**src/rtl/syscall_unit.sv**
```systemverilog
// SYSCALL service engine: print_string / print_char to a console sink, sticky exit, error pulse on bad code.
// Latency: print_char stalls 2 cycles; strings take 1+ cycle per fetch and 1 per byte; tx/mem outputs hold until ready.
module syscall_unit #(
    parameter int MAX_LEN = 256
) (
    input  logic        clk,
    input  logic        rst,
    input  logic        syscall,
    input  logic [31:0] vreg,
    input  logic [31:0] areg,
    output logic        stall,
    output logic        mem_req,
    output logic [31:0] mem_addr,
    input  logic        mem_ready,
    input  logic [31:0] mem_rdata,
    output logic        tx_valid,
    output logic [7:0]  tx_data,
    input  logic        tx_ready,
    output logic        halted,
    output logic        err
);

    localparam int CW = $clog2(MAX_LEN + 1);
    localparam logic [CW-1:0] LEN_LIMIT = CW'(MAX_LEN);

    localparam logic [31:0] SVC_PRINT_STR  = 32'd4;
    localparam logic [31:0] SVC_EXIT       = 32'd10;
    localparam logic [31:0] SVC_PRINT_CHAR = 32'd11;

    typedef enum logic [2:0] {
        IDLE,
        FETCH,
        EMIT,
        CHAR,
        DONE,
        HALT
    } state_t;

    state_t        state, state_nxt;
    logic [31:0]   ptr, ptr_nxt;
    logic [31:0]   wordbuf, wordbuf_nxt;
    logic [CW-1:0] count, count_nxt;
    logic [7:0]    chr, chr_nxt;
    logic          err_nxt;
    logic [7:0]    cur_byte;
    logic          supported;

    // Big-endian lane select: byte address 0 lives in the top byte of the word.
    always_comb begin
        cur_byte = 8'h00;
        case (ptr[1:0])
            2'd0: cur_byte = wordbuf[31:24];
            2'd1: cur_byte = wordbuf[23:16];
            2'd2: cur_byte = wordbuf[15:8];
            2'd3: cur_byte = wordbuf[7:0];
            default: cur_byte = 8'h00;
        endcase
    end

    assign supported = (vreg == SVC_PRINT_STR) || (vreg == SVC_EXIT) ||
                       (vreg == SVC_PRINT_CHAR);

    always_comb begin
        state_nxt   = state;
        ptr_nxt     = ptr;
        count_nxt   = count;
        wordbuf_nxt = wordbuf;
        chr_nxt     = chr;
        err_nxt     = 1'b0;
        case (state)
            IDLE: begin
                if (syscall) begin
                    case (vreg)
                        SVC_PRINT_STR: begin
                            ptr_nxt   = areg;
                            count_nxt = '0;
                            state_nxt = FETCH;
                        end
                        SVC_PRINT_CHAR: begin
                            chr_nxt   = areg[7:0];
                            state_nxt = CHAR;
                        end
                        SVC_EXIT: state_nxt = HALT;
                        default: begin
                            err_nxt   = 1'b1;
                            state_nxt = DONE;
                        end
                    endcase
                end
            end
            FETCH: begin
                if (mem_ready) begin
                    wordbuf_nxt = mem_rdata;
                    state_nxt   = EMIT;
                end
            end
            EMIT: begin
                if (cur_byte == 8'h00) begin
                    state_nxt = DONE;
                end else if (tx_ready) begin
                    ptr_nxt   = ptr + 32'd1;
                    count_nxt = count + CW'(1);
                    // Length cap wins over a pending word refetch.
                    if (count_nxt == LEN_LIMIT) begin
                        err_nxt   = 1'b1;
                        state_nxt = DONE;
                    end else if (ptr_nxt[1:0] == 2'b00) begin
                        state_nxt = FETCH;
                    end
                end
            end
            CHAR: begin
                if (tx_ready) state_nxt = DONE;
            end
            DONE: state_nxt = IDLE;
            HALT: state_nxt = HALT;
            default: state_nxt = IDLE;
        endcase
    end

    always_ff @(posedge clk or posedge rst) begin
        if (rst) begin
            state   <= IDLE;
            ptr     <= '0;
            count   <= '0;
            wordbuf <= '0;
            chr     <= '0;
            err     <= 1'b0;
        end else begin
            state   <= state_nxt;
            ptr     <= ptr_nxt;
            count   <= count_nxt;
            wordbuf <= wordbuf_nxt;
            chr     <= chr_nxt;
            err     <= err_nxt;
        end
    end

    // Handshake outputs decode from registered state only, so they hold until accepted.
    always_comb begin
        tx_valid = 1'b0;
        tx_data  = 8'h00;
        if (state == EMIT) begin
            tx_valid = (cur_byte != 8'h00);
            tx_data  = cur_byte;
        end else if (state == CHAR) begin
            tx_valid = 1'b1;
            tx_data  = chr;
        end
    end

    assign mem_req  = (state == FETCH);
    assign mem_addr = {ptr[31:2], 2'b00};
    assign halted   = (state == HALT);

    // DONE leaves stall low for one cycle so the pipeline steps past the SYSCALL.
    assign stall = (state == FETCH) || (state == EMIT) || (state == CHAR) ||
                   (state == HALT) || ((state == IDLE) && syscall && supported);

endmodule

```
**config.mk**
```make
export PLATFORM = sky130hd
export DESIGN_NAME = syscall_unit
export DESIGN_NICKNAME = d
export VERILOG_FILES = /design/src/rtl/syscall_unit.sv
export SDC_FILE = /design/constraint.sdc
export NUM_CORES = 1
export LEC_CHECK = 0
export CORE_ASPECT_RATIO = 0.6
export CORE_UTILIZATION = 48
export DETAILED_ROUTE_END_ITERATION = 10
export PLACE_DENSITY = 0.84
export RECOVER_POWER = 100
export SLEW_MARGIN = 20
export SYNTH_ARGS = -nofsm -noshare
export SYNTH_HDL_FRONTEND = slang
export SYNTH_SLANG_ARGS = --single-unit
```
**constraint.sdc**
```tcl
create_clock -name clk -period 3.6 [get_ports clk]
set_input_delay 0.72 -clock clk [delete_from_list [all_inputs] [get_ports clk]]
set_output_delay 0.72 -clock clk [all_outputs]
set_load 0.1 [all_outputs]
```
# ---- Word-level counts from Yosys, hierarchy flattened
# Cells that the tools add are included.
dict set report totals {
  register_bits 85
  latch_bits 0
  ram_bits 0
  rom_bits 0
  in_bits 101
  out_inout_bits 45
  elab_cells 76
  mem_count 0
}
dict set report classes {
  add_sub_neg 2
  n_mul 0
  n_div 0
  magnitude_cmp 0
  n_eq_ne 19
  shifts 0
  mux 30
  bitwise_logic 0
  reduce_logical 19
}
# op n
set op_table {}
lappend op_table {{$mux W32} 4}
lappend op_table {{$eq A32 B4 Y1 const B} 2}
lappend op_table {{$pmux W32 S2} 1}
lappend op_table {{$mux W9} 4}
lappend op_table {{$add A32 B1 Y32 const B} 1}
lappend op_table {{$eq A32 B3 Y1 const B} 1}
lappend op_table {{$pmux W8 S4} 1}
lappend op_table {{$mux W3} 7}
lappend op_table {{$pmux W9 S2} 1}
lappend op_table {{$mux W8} 2}
lappend op_table {{$pmux W3 S5} 1}
lappend op_table {{$ne A2 B2 Y1 const B} 5}
lappend op_table {{$reduce_and A5 Y1} 2}
lappend op_table {{$add A9 B1 Y9 const B} 1}
lappend op_table {{$eq A9 B9 Y1 const B} 1}
lappend op_table {{$pmux W3 S3} 1}
lappend op_table {{$logic_not A8 Y1} 1}
lappend op_table {{$reduce_bool A8 Y1} 1}
lappend op_table {{$mux W1} 7}
lappend op_table {{$eq A3 B2 Y1 const B} 2}
lappend op_table {{$logic_or A1 B1 Y1} 6}
lappend op_table {{$eq A2 B2 Y1 const B} 2}
lappend op_table {{$logic_not A2 Y1} 2}
lappend op_table {{$ne A4 B4 Y1 const B} 1}
lappend op_table {{12 further kinds} 13}

# ---- Longest topological paths before layout
# Gate-level depths: netlist of the first run.
dict set report depth {
  word_depth 7
  depth_mapped 12
  mapped_depth_nobuf 9
}

# ---- Worst setup path before layout of the first run
# No wires, ideal clock.
dict set report synth_path {
  kind {register to output}
  from {register ptr[0]}
  to {output tx_valid}
  t_arrival_ns 3.640
  required_time_ns 2.880
  slack_ns -0.760
  stages_incl_launch_ff 8
  path_buffers 1
  path_cell_list {dfrtp_1 inv_1 ha_1 buf_2 mux2i_1 nor4_4 and2_2 o21ai_0}
}
dict set report synth_between {
  elab_chain_cells 4
  word_cells_on_any_way 7
  cone_classes {3 x eq/ne; 2 x mux; 2 x reduce/logical}
}
# item line
set synth_lines {}
lappend synth_lines {{start, declared} 40} ;# logic [31:0] ptr, ptr_nxt;
lappend synth_lines {{start signal, assigned} 131} ;# ptr <= ptr_nxt;
lappend synth_lines {{$eq A2 B2 Y1 (tied with other cells)} 51} ;# case (ptr[1:0])
lappend synth_lines {{$pmux W8 S4 *} 51}
lappend synth_lines {{$reduce_bool A8 Y1 *} 144} ;# tx_valid = (cur_byte != 8'h00);
lappend synth_lines {{$mux W1 *} 143} ;# if (state == EMIT) begin
lappend synth_lines {{end, declared} 16} ;# output logic tx_valid,
# Every way passes the cells marked *; elsewhere a longest branch is shown, timed or not.

==> metrics.yaml, run 1 <==
detailed_routing:
  wl_met1_um: 6220
  wl_met3_um: 1320
  wirelength_um: 14500
  drtIter0Drc: 455
  wl_per_cell_um: 18.4
  ant_nets: 0
  firstDrtPassIters: 7
  via_per_inst: 6.06
  top_layer_used: "met4"
  num_vias: 4782
  dr_wl_met2_um: 6670
  drc_errors: 0
worst_setup_path:
  cp_data_arrival_time_ns: 3.02
  crit_type: "reg -> out"
  r2r-start: "ptr[1]"
  required_ns: 2.88
  r2r-end: "count[2]"
  crit_fanout: 6
  reg2reg_depth: 12
  worstSetupEndpointType: "primary output"
  start_kind: "flip-flop"
  regToRegSetupSlack_ns: 0.52
cts:
  clock_path_buffers: 2
  cts.root.buffer_cell: "clkbuf_16"
  cts_tree: "built"
  numCtsBuffers: 9
  cts.clk_slew.worst_paths_ns: 0.06
  cts_sinks: 85
  insertion_delay_ns: 0.35
  h-tree-depth: 3
die:
  ios: 146
  initial_core_util_pct: 50.2
  die_h_um: 81.1
  die_w_um: 134
  core_um2: 9980
  dieArea_um2: 10900
  rows: 28
placed_design:
  dp_slack_ns: 0.0444
  place_area_um2: 6310
  dp.cells: 759
  place.gp.congestion: 0.866
  hpwl_um: 10200
  numPortBuffers: 143
global_route:
  grt_pass1_vias: 4529
  antenna_found_initial: 0
  grt_max_degree: 49
  grt_use_total_pct: 27.1
  grt_pass1_wl_um: 22600
  overflow: 0
cells_and_area:
  syn2layout_area_growth_pct: 35.1
  fin_util_pct: 67.8
  diodes: 0
  final_nets: 755
  final_cells: 789
  n_fill_cell: 754
  seqCellArea_um2: 2130
  final_cell_area_um2: 6770
  drive_above_1_share_pct: 16.7
  multi_input_area_um2: 2510
yosys:
  synth_edf_count: 0
  synth.distinct_cells: 58
  synthArstFlopShare_pct: 100
  ys_warn_count: 0
  ys_ff_latch: 85
  synth-seq-area-share_pct: 42.5
  synth.avg_cell_area_um2: 9.41
  syn_inst: 532
  netlist_area_um2: 5010
  ys.flop_type: "dfrtp_1"
sta:
  drv_slew: 79
  min_period_ns: 3.74
  slew_headroom_pct: -21.8
  grt_setup_unrepaired: "true"
  finClkSkew_ns: 0.00643
  setup_viol: 1
  final_hold_viol_count: 0
  max_freq_ghz: 0.267
  tightest_slew_ns: 1.82
  period_share_pct: 104
  fin_ws_ns: -0.143
hold_path:
  hp-class: "reg -> reg"
  min_from: "chr[0]"
  min_path_cells: 1
  holdPathEnd: "chr[0]"
run_status:
  violations: "capacitance limit, slew limit, setup timing"
  outcome: "complete, but fails checks"
pwr:
  vdd_drop_max_mv: 0.536
  power.density_nw_per_um2: 752
  p_leak_nw: 2.89
flow_run:
  drv_cap: 2
==> routing by layer <==
metal,track usage [%],vias up
met5,0,-
met4,9.09,0
met3,8.11,34
met1,34.8,2339
met2,44.0,248
li1,-,2161
==> stage by stage <==
step / setup TNS, ns / power [mW] / hold WS [ns]
2_1_floorplan: -0.000820 / 3.48 / 0.475
3_3_place_gp: 0 / 3.81 / 0.496
3_5_place_dp: 0 / 3.88 / 0.499
4_1_cts: -0.0665 / 5.06 / 0.514
5_1_grt: -0.255 / 5.28 / 0.530
6_report: -0.143 / 5.09 / 0.512
==> layout make-up <==
class / instances / area share (%)
clock buffer: 11 / 3.59
clock inverter: 5 / 1.22
inverter: 13 / 0.776
multi-input combinational: 371 / 37.1
sequential: 85 / 31.5
tap: 135 / 2.50
timing repair buffer: 169 / 23.4
==> worst max-delay path: stages, from the launching register on <==
cell and delay (ns):
dfrtp_2 0.47, inv_4 0.08, ha_4 0.20, a222oi_1 0.33, mux2i_1 0.22, nor4_4 0.33
buf_6 0.17, a211oi_4 0.07, nor4b_4 0.33, a21oi_2 0.11, o21ai_4 0.16, buf_12 0.19
==> state kept, by name, indices dropped and copies added, names as in the netlist <==
name,cells
ptr,32
wordbuf,32
count,9
chr,8
state,3
err,1
==> timing repair <==
item	in CTS	in global routing
hold buffers	0	0
resized for setup	16	2
pin swaps	8	8
setup buffers	8	6
setup endpoints to repair	2	2
==> power breakdown <==
part	internal, mW	leakage, nW	switching, mW
Clock	0.629	0.160	0.391
Combinational	0.759	1.65	1.92
Sequential	1.14	1.08	0.256
Total	2.53	2.89	2.56
==> synthesized netlist by cell type, drive strengths merged, types with 5 or more instances <==
master   count  area share, %
nor2        21            1.6
ha           5            1.2
clkbuf      12           0.90
buf         52            7.5
nor3b        5           0.85
dfrtp       85             42
a2bb2oi      6            1.0
a21oi       55            5.6
nor3         5           0.50
and2         5           0.65
a22oi        6           0.90
nand2       53            4.0
mux2        36            8.1
nand4        8            1.0
a22o        12            2.1
o21ai       42            4.2
and3        11            1.4
o22ai        9            1.1
nand3       23            2.3
and4         6            1.0
inv         13           0.97
mux2i        5            1.0
a21o         5           0.75
nor4        12            2.1
==> logic make-up (layout without fill, tap and decap cells) <==
logic type / count (synthesis) / count (layout) / share of synthesized area [%]
AOI/OAI and AO/OA: 159 / 159 / 19.9
xor gates and xnor gates: 1 / 1 / 0.175
muxes: 41 / 41 / 9.09
and+or+nand+nor: 163 / 163 / 17.7
other: 1 / 2 / 0.0749
buffers and inverters: 77 / 198 / 9.37
DFF: 85 / 85 / 42.5
adders and majority gates: 5 / 5 / 1.25
==> worst max path at each step <==
stage / from / endpoint / slack [ns] / cells after the start
after floorplan: ptr[0] / tx_valid / -0.0008 / 7
after global placement: ptr[0] / stall / 0.20 / 10
after detailed placement: ptr[0] / stall / 0.04 / 10
after CTS: ptr[0] / stall / -0.07 / 11
after global routing: ptr[0] / stall / -0.26 / 11
final: ptr[0] / stall / -0.14 / 11
==> placed cells by master, fill, tap and decap left out, drive strengths merged, types with 6 or more instances in the layout <==
cell type | netlist | layout
a21oi | 55 | 55
a22o | 12 | 12
a22oi | 6 | 6
a2bb2oi | 6 | 6
and3 | 11 | 11
and4 | 6 | 6
buf | 52 | 33
clkbuf | 12 | 22
clkdlybuf4s50 | 0 | 104
dfrtp | 85 | 85
dlygate4sd3 | 0 | 21
inv | 13 | 13
mux2 | 36 | 36
nand2 | 53 | 53
nand3 | 23 | 23
nand4 | 8 | 8
nor2 | 21 | 21
nor4 | 12 | 12
o21ai | 42 | 42
o22ai | 9 | 9
(Power assumes the default switching activity.)
==> run 2, diff against run 1 <==
--- a/config.mk
+++ b/config.mk
@@ -8,6 +8,8 @@
 export CORE_ASPECT_RATIO = 0.6
 export CORE_UTILIZATION = 48
 export DETAILED_ROUTE_END_ITERATION = 10
+export GPL_TIMING_DRIVEN = 0
+export HOLD_SLACK_MARGIN = 0.15
 export PLACE_DENSITY = 0.84
 export RECOVER_POWER = 100
 export SLEW_MARGIN = 20
==> run 2 against run 1 <==
  * Via count rose by 4.0%
  * Largest power group unchanged
  * Utilization rose by 2.4 points
  * The run still ends with capacitance limit, slew limit, setup timing left
  * Clock power barely moved
  * Global-route usage rose by 2.0 points
==> metrics.yaml, run 2 (synthesis gave the netlist of run 1 again) <==
detailed_routing:
  drc_errors: 0  # unchanged
  firstDrtPassIters: 6  # was 7
  wl_per_cell_um: 18.6  # was 18.4 um
  drtIter0Drc: 680  # was 455
  num_vias: 4972  # was 4782
  wirelength_um: 15500  # was 14500 um
  via_per_inst: 5.96  # was 6.06
  ant_nets: 0  # unchanged
die:
  core_um2: 9980  # unchanged
  die_h_um: 81.1  # unchanged
  die_w_um: 134  # unchanged
  initial_core_util_pct: 50.2  # unchanged
  dieArea_um2: 10900  # unchanged
  ios: 146  # unchanged
  rows: 28  # unchanged
pwr:
  p_leak_nw: 3.04  # was 2.89 nW
  power_mw: 5.24  # was 5.09 mW
  vdd_drop_max_mv: 0.666  # was 0.536 mV
  power.density_nw_per_um2: 748  # was 752 nW/um^2
hold_path:
  holdPathEnd: "chr[5]"  # was chr[0]
  min_path_cells: 1  # unchanged
  hp-class: "reg -> reg"  # unchanged
  min_from: "chr[5]"  # was chr[0]
flow_run:
  drv_cap: 1  # was 2
placed_design:
  dp_slack_ns: -1.08  # was 0.0444 ns
  numPortBuffers: 143  # unchanged
  place_area_um2: 6650  # was 6310 um^2
  place.gp.congestion: 0.900  # was 0.866
  dp.cells: 812  # was 759
  hpwl_um: 11300  # was 10200 um
global_route:
  grt_use_total_pct: 29.1  # was 27.1%
  grt_pass1_wl_um: 23900  # was 22600 um
  overflow: 0  # unchanged
  grt_pass1_vias: 4763  # was 4529
  antenna_found_initial: 0  # unchanged
  grt_max_degree: 46  # was 49
worst_setup_path:
  worstSetupEndpointType: "primary output"  # unchanged
  cp_data_arrival_time_ns: 3.13  # was 3.02 ns
  crit_fanout: 5  # was 6
  required_ns: 2.88  # about the same
  reg2reg_depth: 12  # unchanged
  r2r-end: "ptr[0]"  # was count[2]
  r2r-start: "ptr[0]"  # was ptr[1]
  start_kind: "flip-flop"  # unchanged
  crit_type: "reg -> out"  # unchanged
  crit_start: "ptr[0]"  # unchanged
  regToRegSetupSlack_ns: 0.62  # was 0.52 ns
cells_and_area:
  syn2layout_area_growth_pct: 39.9  # was 35.1%
  fin_util_pct: 70.2  # was 67.8%
  final_cell_area_um2: 7010  # was 6770 um^2
  final_nets: 800  # was 755
  diodes: 0  # unchanged
  drive_above_1_share_pct: 19.3  # was 16.7%
  layout_common_cells: "114 x clkdlybuf4s50_1, 83 x dfrtp_1, 53 x a21oi_1, 53 x nand2_1, 40 x buf_4"  # was 104 x clkdlybuf4s50_1, 83 x dfrtp_1, 53 x a21oi_1, 53 x nand2_1, 36 x mux2_2
  top_regs: "ptr (32), wordbuf (32), count (9)"  # unchanged
  final_cells: 834  # was 789
  n_fill_cell: 721  # was 754
  layout_commonest_cell: "clkdlybuf4s50_1"  # unchanged
cts:
  cts_tree: "built"  # unchanged
  clock_path_buffers: 2  # unchanged
  insertion_delay_ns: 0.36  # was 0.35 ns
  cts.clk_slew.worst_paths_ns: 0.06  # about the same
  cts.root.buffer_cell: "clkbuf_16"  # unchanged
  cts_sinks: 85  # unchanged
  h-tree-depth: 3  # unchanged
  numCtsBuffers: 9  # unchanged
run_status:
  violations: "capacitance limit, slew limit, setup timing"  # unchanged
  outcome: "complete, but fails checks"  # unchanged
sta:
  min_period_ns: 3.85  # was 3.74 ns
  period_share_pct: 107  # was 104%
  timing.hold.ws_ns: 0.509  # was 0.512 ns
  setup_tns_ns: -0.248  # was -0.143 ns
  fin_ws_ns: -0.248  # was -0.143 ns
  drv_slew: 42  # was 79
  finClkSkew_ns: 0.00866  # was 0.00643 ns
  setup_viol: 1  # unchanged
  grt_setup_unrepaired: "true"  # unchanged
  slew_headroom_pct: -21.1  # was -21.8%
  final_hold_viol_count: 0  # unchanged
  max_freq_ghz: 0.260  # was 0.267 GHz
  tightest_slew_ns: 1.81  # was 1.82 ns
## run 2: cell types whose count changed in the layout (fill, tap and decap cells not counted), moves of 3 or more
cell and change:
buf_2 +5, buf_1 +3, clkdlybuf4s50_1 +10, buf_4 +11, clkbuf_4 +7, ha_4 -3
clkbuf_1 +5, buf_6 +5
## run 2: where the power goes
part | switching, mW | leakage (nW) | internal (mW)
Clock | 0.417 | 0.152 | 0.611
Sequential | 0.256 | 1.08 | 1.14
Combinational | 1.91 | 1.81 | 0.906
Total | 2.59 | 3.04 | 2.66
## run 2: area by class of cell
| cell class | instances | area (um^2) | area share, % |
|---|---|---|---|
| timing repair buffer | 152 | 1480 | 21.1 |
| tap | 135 | 169 | 2.41 |
| clock inverter | 7 | 97.6 | 1.39 |
| buffer | 62 | 404 | 5.77 |
| multi-input combinational | 371 | 2450 | 35.0 |
| sequential | 85 | 2130 | 30.4 |
| inverter | 13 | 50.0 | 0.714 |
| clock buffer | 9 | 225 | 3.21 |
## run 2: routing by layer
layer / wire (um) / vias to the layer above / part of all wire (%) / global-route usage, %
met1: 6570 / 2343 / 42 / 38.6
met5: 0 / - / 0 / 0
met4: 361 / 0 / 2.3 / 12.7
met2: 6890 / 345 / 44 / 45.3
met3: 1720 / 42 / 11 / 7.62
li1: - / 2242 / - / -
## run 2: what timing repair did
item | in CTS | in global routing
endpoints found under the setup margin | 10 | 10
resized for setup | 58 | 13
hold buffers | 0 | 0
pin swaps | 7 | 6
setup buffers | 7 | 1
## run 2: worst max-delay path, cell delays in order (launching register included)
cell	delay, ns
dfrtp_2	0.45
ha_4	0.18
buf_6	0.12
a222oi_1	0.36
mux2i_1	0.20
nor4_4	0.41
a211oi_2	0.17
nor4b_4	0.38
a21oi_2	0.12
o21ai_4	0.17
buf_12	0.19
## run 2: how the worst max path moves through the flow
stage	endpoint	slack, ns	cells after the start
floorplan	tx_valid	-0.0008	7
global placement	stall	-0.95	11
detailed placement	stall	-1.08	11
CTS	stall	-0.21	10
global route	stall	-0.38	10
finish	stall	-0.25	10
==> RTL change 1, RTL diff (flow settings as in run 1) <==
`MAX_LEN`: 256 -> 512.
--- a/src/rtl/syscall_unit.sv
+++ b/src/rtl/syscall_unit.sv
@@ -2,5 +2,5 @@
 // Latency: print_char stalls 2 cycles; strings take 1+ cycle per fetch and 1 per byte; tx/mem outputs hold until ready.
 module syscall_unit #(
-    parameter int MAX_LEN = 256
+    parameter int MAX_LEN = 512
 ) (
     input  logic        clk,
Check against the original RTL: same outputs for any inputs over 4 cycles, from zero or initial values and one cycle with rst high; that may be too few to reach the edited logic, so the function may still have changed.
==> RTL change 1 against run 1 <==
Design area shrank 0.85%; sequential cell count grew 1; clock skew grew 0.00053 ns; setup slack gained 0.30 ns; first-iteration DRC count shrank 5.9%; synthesized area grew 4.9%; the flow finishes with violations (capacitance limit, slew limit); wire length grew 0.70%.
Power is not compared: it rests on default switching activity, and its combinational part moved more than twofold at a synthesized area within 25%.
==> RTL change 1: results (changes against run 1) <==
[placement]
placed_cell_area_um2 = 6570  ; +4.2%
port_buffers = 143  ; unchanged
dp_hpwl_mm = 10.9  ; +6.2%
gp_congestion = 0.858  ; -0.92%

[route]
wl_per_cell_um = 18.3  ; -0.69%
drtIter0Drc = 428  ; -5.9%
avgViaCountPerCell = 6.02  ; -0.76%
first_pass_iters = 5  ; -2

[clock_tree]
cts_setup_buffers = 0  ; -8
numCtsBuffers = 9  ; unchanged
post_cts_resized = 0  ; -16
cts-root-buf = clkbuf_16
clk_latency_ns = 0.34
htreeDepth = 3  ; unchanged
cts_max_path_buffers = 2  ; unchanged

[finish]
layout-drive-gt1-share = 0.132  ; -0.0350
top_regs = ptr (32), wordbuf (32), count (10)
antennaDiodeCount = 0  ; unchanged
nets = 763  ; +1.1%

[synthesis]
ys_types = 63  ; +8.6%
synth_ff_type = dfrtp_1
ys_warn_count = 0  ; unchanged
synth_common_cells = dfrtp_1 (86), a21oi_1 (54), nand2_1 (48)
synthAdderAreaFrac = 0.0143  ; +0.00180
synthMuxAreaShare = 0.0929  ; +0.00193
async_flop_share = 1.00  ; unchanged
synth_area_leaders = dfrtp_1 (41%), mux2_2 (8.1%), a21oi_1 (5.1%)
synth-compound-area-share = 0.219  ; +0.0202
yosysSeqAreaShare = 0.410  ; -0.0152
synth-xor-area-share = 0.00500  ; +0.00325

[job]
drv_cap = 2  ; unchanged

[global_routing]
grt_usage = 0.265  ; -0.00563
grt_max_degree = 64  ; +31%
grt_pass1_wl_mm = 23.7  ; +4.8%
grt_pass1_vias = 4816  ; +6.3%

[setup_path]
rr_worst_depth = 10  ; -2
reg2reg_slack_ns = 0.26  ; -0.26 ns
cpMaxStageDelayCell = ha_1
r2r-start = ptr[0]
r2r_end = ptr[7]
crit_path_max_fanout = 14  ; +8
cp.arrival_ns = 2.72  ; -0.30 ns
slowest_delay_ns = 0.50  ; +0.03 ns

[timing]
slew_headroom = -0.295  ; -0.0770
skew_ns = 0.00696  ; +0.000531 ns
slew_viol_final = 79  ; unchanged

[power]
power_switching_mw = 0.620
peakVddDrop_v = 0.000233

[outcome]
failed_checks = capacitance limit, slew limit
status = finished with violations

[hold_path]
hold_end = count[8]
hold_class = reg -> reg
holdPathStages = 1  ; unchanged
hold_start = count[8]

RTL change 1: cell count changes after synthesis, sizes merged, moves of 7 or more:
cell,delta
a21boi,+10
a31oi,+7
o21ai,-15
inv,+7
RTL change 1: cell type report:
type	count	area (µm²)
clock buffer	9	225
clock inverter	7	72.6
fill	879	3880
inverter	20	76.3
multi-input combinational	381	2600
sequential	86	2150
tap	139	174
timing repair buffer	158	1410
RTL change 1: per-layer routing:
metal  global-route usage  up-vias  routed length [µm]
met3               0.0519       17                1090
met4               0.0679        0                 177
met5                    0        -                   0
li1                     -     2223                   -
met1                0.376     2340                6550
met2                0.416      232                6790
RTL change 1: metrics by stage:
step           hold slack, ns  utilization  instances  setup slack [ns]
2_1_floorplan           0.450            -        551           -0.0302
3_3_place_gp            0.475        0.620        784             0.317
3_5_place_dp            0.479        0.620        784             0.243
4_1_cts                 0.488        0.648        800             0.155
5_1_grt                 0.529        0.633        800           0.00756
6_report                0.495        0.633        800             0.159
RTL change 1: how the worst max path moves through the flow:
stage          cells after the start       end    start  slack (ns)
6_report                           7  tx_valid   ptr[0]        0.16
5_1_grt                            7     stall  vreg[7]       0.008
4_1_cts                            7  tx_valid   ptr[0]        0.15
3_5_place_dp                       7     stall  vreg[7]        0.24
3_3_place_gp                       7     stall  vreg[5]        0.32
2_1_floorplan                      5     stall  vreg[5]       -0.03
RTL change 1: cells by family (layout without fill, tap and decap cells):
kind of cell,after synthesis,count (layout)
xor+xnor,3,3
mux,44,44
fa+ha+maj,6,6
simple gates,152,152
buf+inv,84,194
flops,86,86
other cells,1,2
compound gates,174,174
RTL change 1: power by group through the flow:
| stage | clock network (mW) | logic, mW | registers (mW) |
|---|---|---|---|
| after floorplan | 0 | 0.184 | 1.05 |
| after CTS | 0.943 | 0.362 | 1.01 |
| final | 0.931 | 0.357 | 1.01 |
| after global placement | 0 | 0.349 | 1.03 |
| after detailed placement | 0 | 0.360 | 1.03 |
| after global routing | 0.994 | 0.376 | 1.01 |
RTL change 1: worst max-delay path, delay by kind of cell, from the launching register on:
kind / cells / cell delay [ns]
flops: 1 / 0.41
buf+inv: 2 / 0.34
fa+ha+maj: 1 / 0.50
simple gates: 2 / 0.77
compound gates: 2 / 0.35
==> RTL change 2, RTL diff (config.mk and constraints of run 1) <==
Without the edit above. `wordbuf` no longer has a reset.
--- a/src/rtl/syscall_unit.sv
+++ b/src/rtl/syscall_unit.sv
@@ -124,5 +124,4 @@
             ptr     <= '0;
             count   <= '0;
-            wordbuf <= '0;
             chr     <= '0;
             err     <= 1'b0;
@@ -131,8 +130,11 @@
             ptr     <= ptr_nxt;
             count   <= count_nxt;
-            wordbuf <= wordbuf_nxt;
             chr     <= chr_nxt;
             err     <= err_nxt;
         end
+    end
+
+    always_ff @(posedge clk) begin
+        wordbuf <= wordbuf_nxt;
     end
 
Formal check against the unedited RTL: same outputs for any inputs over 4 cycles, from zero or initial values and one cycle with rst high; that may be too few to reach the edited logic, so the function may still have changed.
==> RTL change 2 against run 1 <==
Core utilization down 1.5 points; sequential cell count unchanged; sequential power up 16%; sequential share of layout area up 2.8 points; die area up 2.1%; synthesized area up 2.1%; synthesized cell count up 1.7%; fmax up 7.8%; the flow finishes with violations (capacitance limit, slew limit); power up 11%; wire length up 13%; design area down 1.3%; setup slack better by 0.27 ns.
==> RTL change 2: results (changes against run 1) <==
[outcome]
status = finished with violations
failed_checks = capacitance limit, slew limit

[synthesis]
synth_common_cells = dfrtp_1 (53), nand2_1 (42), nor2_1 (40)
async_flop_share = 0.624  ; -0.376
synthCells = 541  ; +1.7%
synth_area_leaders = dfrtp_1 (26%), edfxtp_1 (19%), buf_4 (5.0%)

[power]
peakVddDrop_v = 0.000590  ; +10%

[finish]
layout-drive-gt1-share = 0.0908  ; -0.0759
nets = 762  ; +0.93%
num-fill-cells = 774  ; +2.7%

[route]
route.layer.met1.wl_mm = 6.86  ; +10%
wirelength_mm = 16.3  ; +13%
dr_total_vias = 5169  ; +8.1%
dr_wl_met3_mm = 1.72  ; +30%
first_pass_iters = 5  ; -2
wl_met2_mm = 7.37  ; +11%

[placement]
placed_cell_area_um2 = 6590  ; +4.4%
dp_hpwl_mm = 12.0  ; +17%
gp_congestion = 0.937  ; +8.2%

[job]
drv_cap = 1  ; -1

[timing]
tightest_slew_ns = 1.74  ; -0.0768 ns
slew_viol_final = 33  ; -58%

[setup_path]
critPathTopFamily = simple AND/OR/NAND/NOR gates
crit_path_max_fanout = 12  ; +6
cp.arrival_ns = 3.70  ; +0.68 ns

[global_routing]
grt_max_degree = 42  ; -14%

RTL change 2: changes by cell type in the layout (fill, tap and decap cells not counted), sizes merged, moves of 16 or more:
cell,before,now
clkbuf,22,41
nor2,21,41
dfrtp,85,53
o21ai,42,18
dlygate4sd3,21,51
mux2,36,8
a21oi,55,34
edfxtp,0,32
buf,33,17
clkdlybuf4s50,104,66
RTL change 2: cell type report:
| cell class | count | area [µm²] | share of cell area |
|---|---|---|---|
| multi-input cells | 375 | 2390 | 0.358 |
| repair buffers | 166 | 1460 | 0.219 |
| flip-flops and latches | 85 | 2290 | 0.342 |
| well taps | 135 | 169 | 0.0253 |
| inverters | 19 | 71.3 | 0.0107 |
| clock inverters | 7 | 77.6 | 0.0116 |
| clock buffers | 9 | 225 | 0.0337 |
RTL change 2: what timing repair did:
item / in CTS / in global routing
setup endpoints to repair: 1 / 3
setup buffers: 2 / 0
pin swaps: 2 / 0
endpoints found under the hold margin: 0 / 0
hold buffers: 0 / 0
gates resized for setup: 0 / 3
RTL change 2: worst paths after layout:
check,startpoint,endpoint,slack [ns],cells after the start
worst max register to register,ptr[0],ptr[15],0.13,10
max in group asynchronous,rst,ptr[20],1.26,3
worst max-delay path,ptr[0],ptr[15],0.13,10
worst min-delay path,chr[4],chr[4],0.53,1
worst min register to register,chr[4],chr[4],0.53,1
min in group asynchronous,rst,chr[3],0.77,2
RTL change 2: cell families after synthesis:
kind of cell / share of synthesized area
AO/OA/AOI/OAI: 0.239
adder cells (fa/ha/maj): 0.0122
buffers and inverters: 0.0871
flip-flops: 0.447
multiplexers: 0.0254
other: 0.000733
AND/OR/NAND/NOR: 0.189
RTL change 2: through the flow:
step | power, mW | worst slack [ns]
after floorplan | 4.08 | 0.0791
after detailed placement | 4.79 | 0.164
after global placement | 4.71 | 0.234
after global routing | 5.85 | 0.0302
final | 5.63 | 0.129
after CTS | 5.76 | 0.0839
RTL change 2: power groups by stage:
stage / Combinational (mW) / Clock (mW) / Sequential, mW
detailed placement: 3.17 / 0 / 1.63
global route: 3.21 / 0.978 / 1.66
CTS: 3.21 / 0.939 / 1.61
floorplan: 2.57 / 0 / 1.52
finish: 3.07 / 0.936 / 1.63
global placement: 3.11 / 0 / 1.60
RTL change 2: layer usage:
metal | GRT usage | up-vias
met4 | 0.100 | 0
met3 | 0.0728 | 43
met1 | 0.412 | 2489
met5 | 0 | -
met2 | 0.486 | 356
li1 | - | 2281
